`config.mk`:
```
export PLATFORM = sky130hd
export DESIGN_NAME = otter_ctrl_pipe_flat
export DESIGN_NICKNAME = d
export VERILOG_FILES = /design/src/rtl/otter_ctrl_pipe_if.sv /design/src/rtl/otter_ctrl_pipe.sv /design/src/flat_wrapper.sv
export SDC_FILE = /design/constraint.sdc
export NUM_CORES = 1
export LEC_CHECK = 0
export ABC_AREA = 1
export CAP_MARGIN = 15
export CORE_MARGIN = 5
export CORE_UTILIZATION = 35
export DETAILED_ROUTE_END_ITERATION = 12
export PLACE_DENSITY = 0.73
export SLEW_MARGIN = 5
export SYNTH_ARGS = -nofsm -noshare
export SYNTH_HDL_FRONTEND = slang
export SYNTH_SLANG_ARGS = --single-unit
```
`constraint.sdc`:
```
create_clock -name CLK -period 2.9 [get_ports CLK]
set_input_delay 0.58 -clock CLK [delete_from_list [all_inputs] [get_ports CLK]]
set_output_delay 0.58 -clock CLK [all_outputs]
set_load 0.01 [all_outputs]
```
`src/rtl/otter_ctrl_pipe_if.sv`:
```
// Bundle of decoder inputs and pipeline/hazard outputs for otter_ctrl_pipe.
// The slave side is the control pipe itself; the master side is whoever
// drives the ID-stage decode results and consumes the hazard responses.
interface otter_ctrl_pipe_if;
   logic        id_valid;
   logic [19:0] id_ctrl;
   logic        id_branch;
   logic [4:0]  id_rs1;
   logic [4:0]  id_rs2;
   logic        id_rs1_used;
   logic        id_rs2_used;
   logic [4:0]  id_rd;
   logic        ex_branch_taken;

   logic        ex_valid;
   logic        mem_valid;
   logic        wb_valid;
   logic [19:0] ex_ctrl;
   logic [19:0] mem_ctrl;
   logic [19:0] wb_ctrl;
   logic [4:0]  ex_rs1;
   logic [4:0]  ex_rs2;
   logic [4:0]  ex_rd;
   logic [4:0]  mem_rd;
   logic [4:0]  wb_rd;
   logic [1:0]  fwd_a;
   logic [1:0]  fwd_b;
   logic        stall;
   logic        flush;
   logic [2:0]  pc_sel;

   modport master (
      output id_valid, id_ctrl, id_branch, id_rs1, id_rs2,
             id_rs1_used, id_rs2_used, id_rd, ex_branch_taken,
      input  ex_valid, mem_valid, wb_valid, ex_ctrl, mem_ctrl, wb_ctrl,
             ex_rs1, ex_rs2, ex_rd, mem_rd, wb_rd,
             fwd_a, fwd_b, stall, flush, pc_sel
   );

   modport slave (
      input  id_valid, id_ctrl, id_branch, id_rs1, id_rs2,
             id_rs1_used, id_rs2_used, id_rd, ex_branch_taken,
      output ex_valid, mem_valid, wb_valid, ex_ctrl, mem_ctrl, wb_ctrl,
             ex_rs1, ex_rs2, ex_rd, mem_rd, wb_rd,
             fwd_a, fwd_b, stall, flush, pc_sel
   );
endinterface

```
`src/rtl/otter_ctrl_pipe.sv`:
```
// Control-word carrier for the EX/MEM/WB pipeline registers of the OTTER
// RV32I core, plus the hazard unit: load-use stall, EX operand forwarding
// and PC redirect/flush for taken branches, jumps and mret.
module otter_ctrl_pipe (
   input  logic               CLK,
   input  logic               RST,
   otter_ctrl_pipe_if.slave   bus
);

   // Bit positions inside the 20-bit control word
   localparam int REG_WRITE = 8;
   localparam int MEM_RD_EN = 6;
   localparam int MRET_EX   = 4;
   localparam int JUMP      = 3;

   logic        ex_valid_q, mem_valid_q, wb_valid_q;
   logic [19:0] ex_ctrl_q, mem_ctrl_q, wb_ctrl_q;
   logic        ex_branch_q;
   logic [4:0]  ex_rs1_q, ex_rs2_q, ex_rd_q, mem_rd_q, wb_rd_q;

   logic        redirect;
   logic        load_hazard;
   logic        stall;
   logic        bubble;
   logic [2:0]  pc_sel;
   logic [1:0]  fwd_a, fwd_b;

   // Redirect on EX jump/mret/taken branch; load-use stall is suppressed
   // when redirecting because the ID instruction is then wrong-path.
   always_comb begin
      redirect    = ex_valid_q & (ex_ctrl_q[JUMP] | ex_ctrl_q[MRET_EX] |
                                  (ex_branch_q & bus.ex_branch_taken));
      pc_sel      = 3'b000;
      if (redirect) begin
         if (ex_ctrl_q[MRET_EX])
            pc_sel = 3'b101;
         else if (ex_ctrl_q[JUMP])
            pc_sel = ex_ctrl_q[2:0];
         else
            pc_sel = 3'b010;
      end
      load_hazard = bus.id_valid & ex_valid_q & ex_ctrl_q[MEM_RD_EN] &
                    (ex_rd_q != 5'd0) &
                    ((bus.id_rs1_used & (bus.id_rs1 == ex_rd_q)) |
                     (bus.id_rs2_used & (bus.id_rs2 == ex_rd_q)));
      stall       = load_hazard & ~redirect;
      bubble      = stall | redirect;
   end

   // Forward selects: MEM result beats WB result; x0 and EX bubbles never forward.
   always_comb begin
      fwd_a = 2'b00;
      fwd_b = 2'b00;
      if (ex_valid_q) begin
         if (wb_valid_q & wb_ctrl_q[REG_WRITE] & (wb_rd_q != 5'd0) & (wb_rd_q == ex_rs1_q))
            fwd_a = 2'b10;
         if (mem_valid_q & mem_ctrl_q[REG_WRITE] & (mem_rd_q != 5'd0) & (mem_rd_q == ex_rs1_q))
            fwd_a = 2'b01;
         if (wb_valid_q & wb_ctrl_q[REG_WRITE] & (wb_rd_q != 5'd0) & (wb_rd_q == ex_rs2_q))
            fwd_b = 2'b10;
         if (mem_valid_q & mem_ctrl_q[REG_WRITE] & (mem_rd_q != 5'd0) & (mem_rd_q == ex_rs2_q))
            fwd_b = 2'b01;
      end
   end

   // EX takes the ID word, or a bubble on stall/flush.
   always_ff @(posedge CLK or posedge RST) begin
      if (RST) begin
         ex_valid_q  <= 1'b0;
         ex_ctrl_q   <= 20'd0;
         ex_branch_q <= 1'b0;
         ex_rs1_q    <= 5'd0;
         ex_rs2_q    <= 5'd0;
         ex_rd_q     <= 5'd0;
      end else if (bubble) begin
         ex_valid_q  <= 1'b0;
         ex_ctrl_q   <= 20'd0;
         ex_branch_q <= 1'b0;
         ex_rs1_q    <= 5'd0;
         ex_rs2_q    <= 5'd0;
         ex_rd_q     <= 5'd0;
      end else begin
         ex_valid_q  <= bus.id_valid;
         ex_ctrl_q   <= bus.id_ctrl;
         ex_branch_q <= bus.id_branch;
         ex_rs1_q    <= bus.id_rs1;
         ex_rs2_q    <= bus.id_rs2;
         ex_rd_q     <= bus.id_rd;
      end
   end

   // MEM and WB always advance; the back end of the pipe never stalls.
   always_ff @(posedge CLK or posedge RST) begin
      if (RST) begin
         mem_valid_q <= 1'b0;
         mem_ctrl_q  <= 20'd0;
         mem_rd_q    <= 5'd0;
         wb_valid_q  <= 1'b0;
         wb_ctrl_q   <= 20'd0;
         wb_rd_q     <= 5'd0;
      end else begin
         mem_valid_q <= ex_valid_q;
         mem_ctrl_q  <= ex_ctrl_q;
         mem_rd_q    <= ex_rd_q;
         wb_valid_q  <= mem_valid_q;
         wb_ctrl_q   <= mem_ctrl_q;
         wb_rd_q     <= mem_rd_q;
      end
   end

   assign bus.ex_valid  = ex_valid_q;
   assign bus.mem_valid = mem_valid_q;
   assign bus.wb_valid  = wb_valid_q;
   assign bus.ex_ctrl   = ex_ctrl_q;
   assign bus.mem_ctrl  = mem_ctrl_q;
   assign bus.wb_ctrl   = wb_ctrl_q;
   assign bus.ex_rs1    = ex_rs1_q;
   assign bus.ex_rs2    = ex_rs2_q;
   assign bus.ex_rd     = ex_rd_q;
   assign bus.mem_rd    = mem_rd_q;
   assign bus.wb_rd     = wb_rd_q;
   assign bus.fwd_a     = fwd_a;
   assign bus.fwd_b     = fwd_b;
   assign bus.stall     = stall;
   assign bus.flush     = redirect;
   assign bus.pc_sel    = pc_sel;

endmodule

```
`src/flat_wrapper.sv`:
```
// flat-port wrapper written by rule: the top's interface ports become plain ports
module otter_ctrl_pipe_flat 
  (CLK, RST, bus_id_valid, bus_id_ctrl, bus_id_branch, bus_id_rs1, bus_id_rs2, bus_id_rs1_used, bus_id_rs2_used, bus_id_rd, bus_ex_branch_taken, bus_ex_valid, bus_mem_valid, bus_wb_valid, bus_ex_ctrl, bus_mem_ctrl, bus_wb_ctrl, bus_ex_rs1, bus_ex_rs2, bus_ex_rd, bus_mem_rd, bus_wb_rd, bus_fwd_a, bus_fwd_b, bus_stall, bus_flush, bus_pc_sel);
  otter_ctrl_pipe_if bus_i ();
  input  logic CLK;
  input  logic RST;
  input wire logic [$bits(bus_i.id_valid)-1:0] bus_id_valid;
  input wire logic [$bits(bus_i.id_ctrl)-1:0] bus_id_ctrl;
  input wire logic [$bits(bus_i.id_branch)-1:0] bus_id_branch;
  input wire logic [$bits(bus_i.id_rs1)-1:0] bus_id_rs1;
  input wire logic [$bits(bus_i.id_rs2)-1:0] bus_id_rs2;
  input wire logic [$bits(bus_i.id_rs1_used)-1:0] bus_id_rs1_used;
  input wire logic [$bits(bus_i.id_rs2_used)-1:0] bus_id_rs2_used;
  input wire logic [$bits(bus_i.id_rd)-1:0] bus_id_rd;
  input wire logic [$bits(bus_i.ex_branch_taken)-1:0] bus_ex_branch_taken;
  output wire logic [$bits(bus_i.ex_valid)-1:0] bus_ex_valid;
  output wire logic [$bits(bus_i.mem_valid)-1:0] bus_mem_valid;
  output wire logic [$bits(bus_i.wb_valid)-1:0] bus_wb_valid;
  output wire logic [$bits(bus_i.ex_ctrl)-1:0] bus_ex_ctrl;
  output wire logic [$bits(bus_i.mem_ctrl)-1:0] bus_mem_ctrl;
  output wire logic [$bits(bus_i.wb_ctrl)-1:0] bus_wb_ctrl;
  output wire logic [$bits(bus_i.ex_rs1)-1:0] bus_ex_rs1;
  output wire logic [$bits(bus_i.ex_rs2)-1:0] bus_ex_rs2;
  output wire logic [$bits(bus_i.ex_rd)-1:0] bus_ex_rd;
  output wire logic [$bits(bus_i.mem_rd)-1:0] bus_mem_rd;
  output wire logic [$bits(bus_i.wb_rd)-1:0] bus_wb_rd;
  output wire logic [$bits(bus_i.fwd_a)-1:0] bus_fwd_a;
  output wire logic [$bits(bus_i.fwd_b)-1:0] bus_fwd_b;
  output wire logic [$bits(bus_i.stall)-1:0] bus_stall;
  output wire logic [$bits(bus_i.flush)-1:0] bus_flush;
  output wire logic [$bits(bus_i.pc_sel)-1:0] bus_pc_sel;
  assign bus_i.id_valid = bus_id_valid;
  assign bus_i.id_ctrl = bus_id_ctrl;
  assign bus_i.id_branch = bus_id_branch;
  assign bus_i.id_rs1 = bus_id_rs1;
  assign bus_i.id_rs2 = bus_id_rs2;
  assign bus_i.id_rs1_used = bus_id_rs1_used;
  assign bus_i.id_rs2_used = bus_id_rs2_used;
  assign bus_i.id_rd = bus_id_rd;
  assign bus_i.ex_branch_taken = bus_ex_branch_taken;
  assign bus_ex_valid = bus_i.ex_valid;
  assign bus_mem_valid = bus_i.mem_valid;
  assign bus_wb_valid = bus_i.wb_valid;
  assign bus_ex_ctrl = bus_i.ex_ctrl;
  assign bus_mem_ctrl = bus_i.mem_ctrl;
  assign bus_wb_ctrl = bus_i.wb_ctrl;
  assign bus_ex_rs1 = bus_i.ex_rs1;
  assign bus_ex_rs2 = bus_i.ex_rs2;
  assign bus_ex_rd = bus_i.ex_rd;
  assign bus_mem_rd = bus_i.mem_rd;
  assign bus_wb_rd = bus_i.wb_rd;
  assign bus_fwd_a = bus_i.fwd_a;
  assign bus_fwd_b = bus_i.fwd_b;
  assign bus_stall = bus_i.stall;
  assign bus_flush = bus_i.flush;
  assign bus_pc_sel = bus_i.pc_sel;
  otter_ctrl_pipe u_core (.CLK(CLK), .RST(RST), .bus(bus_i));
endmodule
```
==> results of run 1 <==
==> placed cells by master, fill, tap and decap left out <==
cell             count
a211o_1              1
a211oi_1             1
a21oi_1              2
and2_1               2
buf_12               1
buf_4                1
bufinv_16            3
clkbuf_8            10
clkdlybuf4s50_1    137
clkinv_2             1
dfrtp_1             89
dlymetal6s2s_1       1
inv_1               47
inv_6                2
inv_8                1
nand2_1             35
nand2_2              1
nand2_4              1
nand3_1              9
nand4_1              2
nor2_1              53
nor2_2               3
nor3_1               5
o21ai_0              3
xnor2_1             14
xor2_1               4
==> path summary, 6_finish.rpt <==
| check | endpoint | cells after the start |
|---|---|---|
| worst min-delay path | u_core.bus.mem_ctrl[8] | 0 |
| worst max register to register | u_core.bus.ex_rs2[2] | 9 |
| max in group asynchronous | u_core.bus.ex_valid | 3 |
| min in group asynchronous | u_core.bus.wb_ctrl[13] | 2 |
| worst min register to register | u_core.bus.mem_ctrl[8] | 0 |
| worst max-delay path | bus_pc_sel[1] | 5 |
==> timing repair <==
item / 4_1_cts / 5_1_grt
gates resized for setup: 0 / 1
endpoints found under the hold margin: 0 / 0
setup endpoints to repair: 0 / 1
==> kinds of logic after synthesis <==
family / after synthesis / synth area share
AO/OA/AOI/OAI: 7 / 0.0133
XOR/XNOR: 18 / 0.0506
buffers and inverters: 51 / 0.0723
AND/OR/NAND/NOR: 111 / 0.148
flip-flops: 89 / 0.715
==> state kept, by name (all words and copies together), names as in the netlist <==
signal and cells:
u_core.bus.mem_rd 5, u_core.bus.ex_ctrl 20, u_core.bus.mem_ctrl 20, u_core.bus.ex_valid 1, u_core.bus.ex_rd 5, u_core.bus.wb_ctrl 20
u_core.bus.ex_rs2 5, u_core.bus.wb_rd 5, u_core.bus.ex_rs1 5, u_core.bus.wb_valid 1, u_core.bus.mem_valid 1, u_core.ex_branch_q 1
==> worst max-delay path, delay by kind of cell <==
| kind | cells | cell delay [ns] |
|---|---|---|
| compound gates | 2 | 0.33 |
| simple gates | 1 | 0.13 |
| buf+inv | 2 | 1.04 |
==> power breakdown <==
part | internal (mW) | switching [mW] | total (mW) | leakage [nW]
Clock | 0.608 | 0.441 | 1.05 | 0.129
Sequential | 1.36 | 0.0926 | 1.45 | 1.09
Combinational | 0.319 | 0.240 | 0.560 | 1.11
==> per-layer routing <==
layer / up-vias / part of all wire / track usage
li1: 1113 / - / -
met1: 1110 / 0.39 / 0.165
met2: 86 / 0.53 / 0.240
met3: 10 / 0.072 / 0.0490
met4: 2 / 0.011 / 0.0518
met5: - / 0.0017 / 0
==> final cells by class <==
cell class,count,area [um^2],share of cell area
repair buffers,140,1410,0.290
flip-flops and latches,89,2230,0.457
clock inverters,6,119,0.0244
multi-input cells,136,661,0.136
well taps,108,135,0.0277
inverters,48,181,0.0372
clock buffers,10,138,0.0282
==> metrics by stage <==
step | setup slack (ns) | util
6_report | 0.239 | 0.561
5_1_grt | 0.165 | 0.561
4_1_cts | 0.0288 | 0.561
3_5_place_dp | 0.0440 | 0.532
3_3_place_gp | 0.0664 | 0.532
2_1_floorplan | 0.0131 | -
==> results.json, run 1 <==
{
  "outcome": "finished clean",
  "required_ns": 2.32,
  "die_x_extent_um": 104,
  "crit-reg2reg-launch": "u_core.bus.ex_rd[2]",
  "placementRows": 34,
  "most_area_hungry_cell_type_in_the_yosys_netlist": "dfrtp_1",
  "worst_path_clk_slew_ns": 0.08,
  "end_kind": "output port",
  "portBuffers": 138,
  "tritoncts": "done",
  "netlist.area_leader.share": 0.715,
  "clock-root-buffer": "clkbuf_8",
  "rsz0062_at_grt": "false",
  "min_period_over_period": 0.917,
  "postRouteAntennaNets": 0,
  "layout-area-overhead-vs-synth_pct": 56.5,
  "drive_gt1_frac": 0.0559,
  "core_area_mm2": 0.00868,
  "fp.dieH_um": 104,
  "cts_buffer_depth": 2,
  "detailed_place_hpwl_mm": 6.01,
  "synth_enable_flop_cells": 0,
  "syn-instance-count": 276,
  "whs_ns": 0.377,
  "report.final.hold_viol_count": 0,
  "gpl.final_weighted_congestion": 0.897,
  "die_area_mm2": 0.0109,
  "grt_pass1_vias": 2395,
  "worst_slew_margin_rel": 0.630,
  "gr_overflow_total": 0,
  "critical_path_class": "in2out",
  "synthTopCellsByArea": "dfrtp_1, nor2_1, inv_1",
  "post_drt_via_cell_ratio": 4.32,
  "clock_tree.htree_level_count": 3,
  "clkLatencyLatePin_ns": 0.34,
  "critical_path_startpoint": "bus_ex_branch_taken",
  "finalNonFillerCells": 537,
  "dp.cells": 521,
  "post_synth_instance_area_mm2": 0.00311,
  "final.fill_count": 778,
  "worst_ep_arrival_time_ns": 2.08,
  "start_util": 0.359,
  "grt.total_usage": 0.142,
  "netlist-cell-type-count": 18,
  "design_area_mm2": 0.00487,
  "vdd.ir_drop.worst_v": 0.000324,
  "timing.critical_path.from_type": "input port",
  "crit_fanout": 3,
  "cell_area_placed_mm2": 0.00461,
  "synth_nets": 318,
  "cap_viol_max_count": 0,
  "nets_final": 466,
  "setup-violations-final": 0,
  "r2r_setup_slack_ns": 1.22,
  "n_antenna_cell": 0,
  "transition_time_at_the_pin_with_the_least_slew_margin_ns": 0.555,
  "worst_path_largest_cell_delay_ns": 0.58,
  "wire_length_reported_by_the_detailed_router_mm": 7.76,
  "post_synth_most_frequent_cells": "dfrtp_1, nor2_1, inv_1",
  "fmax_mhz": 376,
  "async_reset_ff_frac": 1.00,
  "synth_flop_cell": "dfrtp_1",
  "grt_first_pass_wirelength_mm": 12.4,
  "fin_skew_ns": 0.0140,
  "total_vias_in_the_final_route": 2321,
  "routed_length_per_instance_um": 14.4,
  "total_leakage_power_nw": 2.33,
  "largest_net_degree_at_the_start_of_global_routing": 49,
  "critical-path-top-cell-by-count": "clkdlybuf4s50_1",
  "final_period_minus_worst_setup_slack_ns": 2.66,
  "yosysWarningCount": 0,
  "post_synth.cell_area_avg_um2": 11.3,
  "total_power_mw": 3.06,
  "cts.sink_count": 89,
  "timing.hold.worst.class": "reg2reg",
  "detail_route.drc_violations": 0,
  "power.density_mw_per_mm2": 628,
  "worstHoldStart": "u_core.bus.ex_ctrl[8]",
  "ioPinCount": 139,
  "post-synth-top-count-cell": "dfrtp_1",
  "setup_total_negative_slack_ns": 0,
  "drt_first_iter_violations": 189,
  "crit_path_cell_trace": "clkdlybuf4s50_1 -> a211o_1 -> nand2_1 -> a211oi_1 -> clkdlybuf4s50_1",
  "critical-path-slowest-cell": "clkdlybuf4s50_1",
  "yosys_register_bits": 89,
  "timing_max_transition_violations_final": 0,
  "post_cts_buffers": 0,
  "synth_sequential_area_ratio": 0.715,
  "post_cts_hold_buffer_count": 0,
  "detailedRoute.firstPassIterationCount": 4,
  "tritoncts.num_buffers": 9,
  "antenna_found_initial": 1
}
Power figures use the tool's default switching activity.
==> run 2: changes to the inputs <==
- ABC_CLOCK_PERIOD_IN_PS: not set -> 2900
==> results of run 2 <==
Final layout, timing and power as in run 1 (identical DEF).
